==> config.mk <==
export PLATFORM = sky130hd
export DESIGN_NAME = attn_out_collector
export DESIGN_NICKNAME = d
export VERILOG_FILES = /design/src/rtl/attn_out_collector.sv
export SDC_FILE = /design/constraint.sdc
export NUM_CORES = 1
export LEC_CHECK = 0
export BUFFER_PORTS_ARGS = -buffer_cell sky130_fd_sc_hd__buf_2
export CAP_MARGIN = 25
export CORE_AREA = 2 2 217 219
export CTS_BUF_LIST = sky130_fd_sc_hd__clkbuf_8
export DETAILED_ROUTE_END_ITERATION = 8
export DIE_AREA = 0 0 219 221
export SLEW_MARGIN = 20
export SYNTH_ARGS = -nofsm -noshare
export SYNTH_HDL_FRONTEND = slang
export SYNTH_SLANG_ARGS = --single-unit
==> constraint.sdc <==
create_clock -name clk -period 3.8 [get_ports clk]
set_clock_uncertainty 0.15 [all_clocks]
set_input_delay 0.76 -clock clk [delete_from_list [all_inputs] [get_ports clk]]
set_output_delay 0.76 -clock clk [all_outputs]
set_load 0.02 [all_outputs]
==> src/rtl/attn_out_collector.sv <==
// Collects the attention output stream into a 128-entry single-port SRAM and
// tracks per-entry coverage. Once collection ends, it serves host readback.
module attn_out_collector #(
  parameter int DATA_W   = 128,
  parameter int ROWS     = 4,
  parameter int GROUPS   = 32,
  parameter int ADDR_W   = 7,
  parameter int READ_LAT = 2
) (
  input  logic              clk,
  input  logic              rst_n,
  input  logic              start,
  input  logic              in_valid,
  input  logic [1:0]        in_row,
  input  logic [4:0]        in_group,
  input  logic [DATA_W-1:0] in_data,
  input  logic              src_done,
  output logic              mem_ceb,
  output logic              mem_web,
  output logic [ADDR_W-1:0] mem_addr,
  output logic [DATA_W-1:0] mem_din,
  input  logic [DATA_W-1:0] mem_dout,
  input  logic              rd_req,
  input  logic [ADDR_W-1:0] rd_addr,
  output logic              rd_valid,
  output logic [DATA_W-1:0] rd_data,
  output logic              busy,
  output logic              complete,
  output logic              dup_err,
  output logic              miss_err,
  output logic [7:0]        count
);

  localparam int unsigned DEPTH = ROWS * GROUPS;

  localparam logic [1:0] S_IDLE    = 2'd0;
  localparam logic [1:0] S_COLLECT = 2'd1;
  localparam logic [1:0] S_FLUSH   = 2'd2;
  localparam logic [1:0] S_DONE    = 2'd3;

  logic [1:0]          state;
  logic [DEPTH-1:0]    sb;
  logic                wr_en_q;
  logic [ADDR_W-1:0]   wr_addr_q;
  logic [DATA_W-1:0]   wr_data_q;
  logic [READ_LAT-2:0] rd_pipe;

  logic [ADDR_W-1:0]   beat_addr;
  logic                accept;
  logic                is_new;
  logic [7:0]          count_next;
  logic                flush_go;
  logic                rd_fire;
  logic                restart;

  always_comb begin
    beat_addr  = {in_group, in_row};
    accept     = (state == S_COLLECT) && in_valid;
    is_new     = accept && !sb[beat_addr];
    count_next = count + 8'(is_new);
    flush_go   = (state == S_COLLECT) && (src_done || (count_next == 8'(DEPTH)));
    rd_fire    = (state == S_DONE) && rd_req;
    restart    = (state == S_IDLE || state == S_DONE) && start;
  end

  // Host reads drive the SRAM port combinationally; collection writes go
  // out of the registered beat one cycle after capture. They never overlap.
  always_comb begin
    mem_ceb  = rd_fire ? 1'b0 : ~wr_en_q;
    mem_web  = rd_fire ? 1'b1 : ~wr_en_q;
    mem_addr = rd_fire ? rd_addr : wr_addr_q;
    mem_din  = wr_data_q;
    busy     = (state == S_COLLECT) || (state == S_FLUSH);
  end

  always_ff @(posedge clk or negedge rst_n) begin
    if (!rst_n) begin
      state     <= S_IDLE;
      sb        <= '0;
      count     <= '0;
      complete  <= 1'b0;
      dup_err   <= 1'b0;
      miss_err  <= 1'b0;
      wr_en_q   <= 1'b0;
      wr_addr_q <= '0;
      wr_data_q <= '0;
    end else begin
      wr_en_q <= accept;
      if (accept) begin
        wr_addr_q <= beat_addr;
        wr_data_q <= in_data;
      end
      if (restart) begin
        sb       <= '0;
        count    <= '0;
        complete <= 1'b0;
        dup_err  <= 1'b0;
        miss_err <= 1'b0;
        state    <= S_COLLECT;
      end else begin
        case (state)
          S_COLLECT: begin
            if (accept) begin
              if (sb[beat_addr]) dup_err <= 1'b1;
              else               sb[beat_addr] <= 1'b1;
              count <= count_next;
            end
            if (flush_go) state <= S_FLUSH;
          end
          S_FLUSH: begin
            complete <= (count == 8'(DEPTH)) && !dup_err;
            miss_err <= (count < 8'(DEPTH));
            state    <= S_DONE;
          end
          default: ;
        endcase
      end
    end
  end

  // Read valid rides a READ_LAT-1 deep pipe, then rd_data captures mem_dout.
  always_ff @(posedge clk or negedge rst_n) begin
    if (!rst_n) begin
      rd_pipe  <= '0;
      rd_valid <= 1'b0;
      rd_data  <= '0;
    end else if (restart) begin
      rd_pipe  <= '0;
      rd_valid <= 1'b0;
    end else begin
      rd_pipe[0] <= rd_fire;
      for (int unsigned i = 1; i < READ_LAT - 1; i++) rd_pipe[i] <= rd_pipe[i-1];
      rd_valid <= rd_pipe[READ_LAT-2];
      if (rd_pipe[READ_LAT-2]) rd_data <= mem_dout;
    end
  end

endmodule

==> results.toml <==
[global_routing]
use_met1_pct = 30.7
busiest_layer = "met2"
overflow = 0
grt.met3_usage_pct = 7.02
groute.layer.met2.usage_pct = 40.9
antenna_found_initial = 16
grt_use_total_pct = 25.0
grt_max_degree = 98
grt_pass1_wl_um = 90400
grt_pass1_vias = 14268

[die]
row_count = 79
die_h_um = 221
core_area_um2 = 46100
die_w_um = 219
die_area_um2 = 48400
pin_count = 554
initial_core_util_pct = 36.8

[cts]
cts_sinks = 407
cts_hold_buffers = 0
post-cts-setup-buffer-count = 0
h-tree-depth = 3
clk_pin_slew_ps = 60
worstSkewPairLatency_ps = 620
cts_buffers = 72
clk_path_buf_depth = 3
cts_resized = 0
cts_tree = "done"
cts-root-buf = "clkbuf_8"

[power]
power_frac_comb_pct = 39.2
peakVddDrop_mv = 0.621
powerDensity_nw_per_um2 = 786
switching_share_pct = 40.7
p_seq_share_pct = 37.9
clkPwrFrac_pct = 22.9
leakagePower_nw = 11.3
p_int_mw = 10.3
p_sw_mw = 7.07

[logic_synthesis]
synthArstFlopShare_pct = 100
synth_cell_types = 57
synth-seq-cells = 407
syn_inst = 1544
yosysSeqAreaShare_pct = 60.1
netlist_area_um2 = 17000
syn_avg_cell_area_um2 = 11.0
synth_flop_cell = "dfrtp_1"
syn-num-nets = 1825
yosys_warnings = 0
synth_edf_count = 0

[timing]
tns_ps = 0
tightest_slew_ps = 1030
rsz0062_at_grt = "false"
setup_viol = 0
fin_hold_ws_ps = 43.0
period_share_pct = 92.2
hold_violations = 0
min_period_ps = 3500
slew_headroom_pct = 31.1
max_freq_mhz = 285
drv_slew = 0

[routing]
routedWlPerCell_um = 21.8
route.vias.total = 14133
drt-pass1-iter-count = 7
antenna_left = 0
via_per_inst = 5.04
drc = 0
drt_iter0_drc = 1229
finalWirelength_um = 61000

[critical_path]
reg2reg_depth = 14
rrSetupSlack_ps = 460
r2r-end = "state[0]$_DFFE_PN0P_"
path_max_fanout = 18
timing.rr.start = "sb[26]$_DFFE_PN0P_"
worstPathRequired_ps = 4130
start_kind = "input pin"
critPathLaunch = "in_row[0]"
worst_ep_arrival_time_ps = 3840
worstSetupPathType = "input pin to register"
cp-endpoint = "state[0]$_DFFE_PN0P_"
end_kind = "register"

[cells_and_area]
nNetsFinal = 2419
drive_gt1_share_pct = 41.2
fin_cells = 2802
post-route-cell-area_um2 = 22100
area_growth_pct = 30.4
final_common_cell = "nand2_1"
layout_common_cells = "nand2_1, buf_2, dfrtp_1"

[status]
status = "finished clean"

[placement]
gp_congestion = 0.900
hpwl_um = 46000
port_buffers = 553
post-place-cells = 2671
dpl-instance-area_um2 = 20700

[worst_hold_path]
hold_path.class = "input pin to async pin"

[flow_run]
cap_violations = 0
## cells in the mapped netlist (9+ instances only)
master | count | area share, %
nor2_1 | 20 | 0.44
dfrtp_1 | 407 | 60
nand2_1 | 560 | 12
mux2_2 | 144 | 9.6
o31ai_1 | 119 | 5.3
buf_6 | 13 | 0.86
o31ai_2 | 10 | 0.74
buf_2 | 12 | 0.35
a221oi_1 | 24 | 1.2
inv_1 | 10 | 0.22
clkbuf_1 | 75 | 1.7
nor2b_1 | 9 | 0.33
o21ai_0 | 11 | 0.32
## cells by family after synthesis
family,after synthesis,synth area share [%]
mux,161,11.3
buf+inv,118,3.34
xor+xnor,7,0.362
fa+ha+maj,5,0.369
compound gates,209,9.57
flops,407,60.1
simple gates,637,15.0
## per-stage QoR
step | utilization, % | setup WS [ps] | power [mW]
detailed placement | 44.9 | -509 | 13.5
CTS | 47.9 | 168 | 17.5
floorplan | - | 17.0 | 10.6
finish | 48.0 | 297 | 17.4
global placement | 44.9 | -457 | 13.4
global route | 48.0 | 6.86 | 18.4
## routing by layer
metal / wire length [µm] / part of all wire [%]
met1: 24600 / 40
met2: 29400 / 48
met3: 4840 / 7.9
met4: 2160 / 3.5
met5: 41 / 0.067
## state kept, by name, summed over array words and instances (netlist names)
name / flops
mem_din: 128
rd_data: 128
miss_err: 1
wr_en_q: 1
sb: 128
rd_pipe: 1
dup_err: 1
wr_addr_q: 7
count: 8
rd_valid: 1
state: 2
complete: 1
## area by class of cell
class                   count  area (µm²)
fillers                  4357       24000
flip-flops and latches    407       10200
multi-input cells        1019        6250
repair buffers            628        3450
clock buffers              87        1200
well taps                 607         759
clock inverters            35         205
inverters                  10        40.0
diodes                      9        22.5
## how the worst min path moves through the flow
stage                                         from                  endpoint  cells past startpoint
final                                        rst_n        sb[61]$_DFFE_PN0P_                      1
after global routing                         rst_n       sb[117]$_DFFE_PN0P_                      1
after CTS                                    rst_n  wr_addr_q[4]$_DFFE_PN0P_                      1
after detailed placement  mem_din[104]$_DFFE_PN0P_  mem_din[104]$_DFFE_PN0P_                      2
after global placement     mem_din[85]$_DFFE_PN0P_   mem_din[85]$_DFFE_PN0P_                      2
after floorplan           wr_addr_q[6]$_DFFE_PN0P_  wr_addr_q[6]$_DFFE_PN0P_                      2
## worst max-delay path: stages
cell and delay [ps]:
clkbuf_4 240, buf_12 210, nor2_4 230, a221oi_1 120, or4_1 490, a211o_1 290, nand3_2 120, nor3_2 80
ha_1 210, nor4_1 270, a21oi_1 70, o22a_1 160, o31ai_1 320, and2_1 170, o21ai_0 70
## power by group through the flow
| stage | clock, mW | sequential [mW] | combinational (mW) |
|---|---|---|---|
| 6_report | 3.98 | 6.59 | 6.80 |
| 5_1_grt | 4.31 | 6.74 | 7.32 |
| 4_1_cts | 4.10 | 6.59 | 6.86 |
| 3_5_place_dp | 0 | 6.63 | 6.86 |
| 3_3_place_gp | 0 | 6.60 | 6.78 |
| 2_1_floorplan | 0 | 8.17 | 2.42 |
Power figures use the tool's default switching activity.
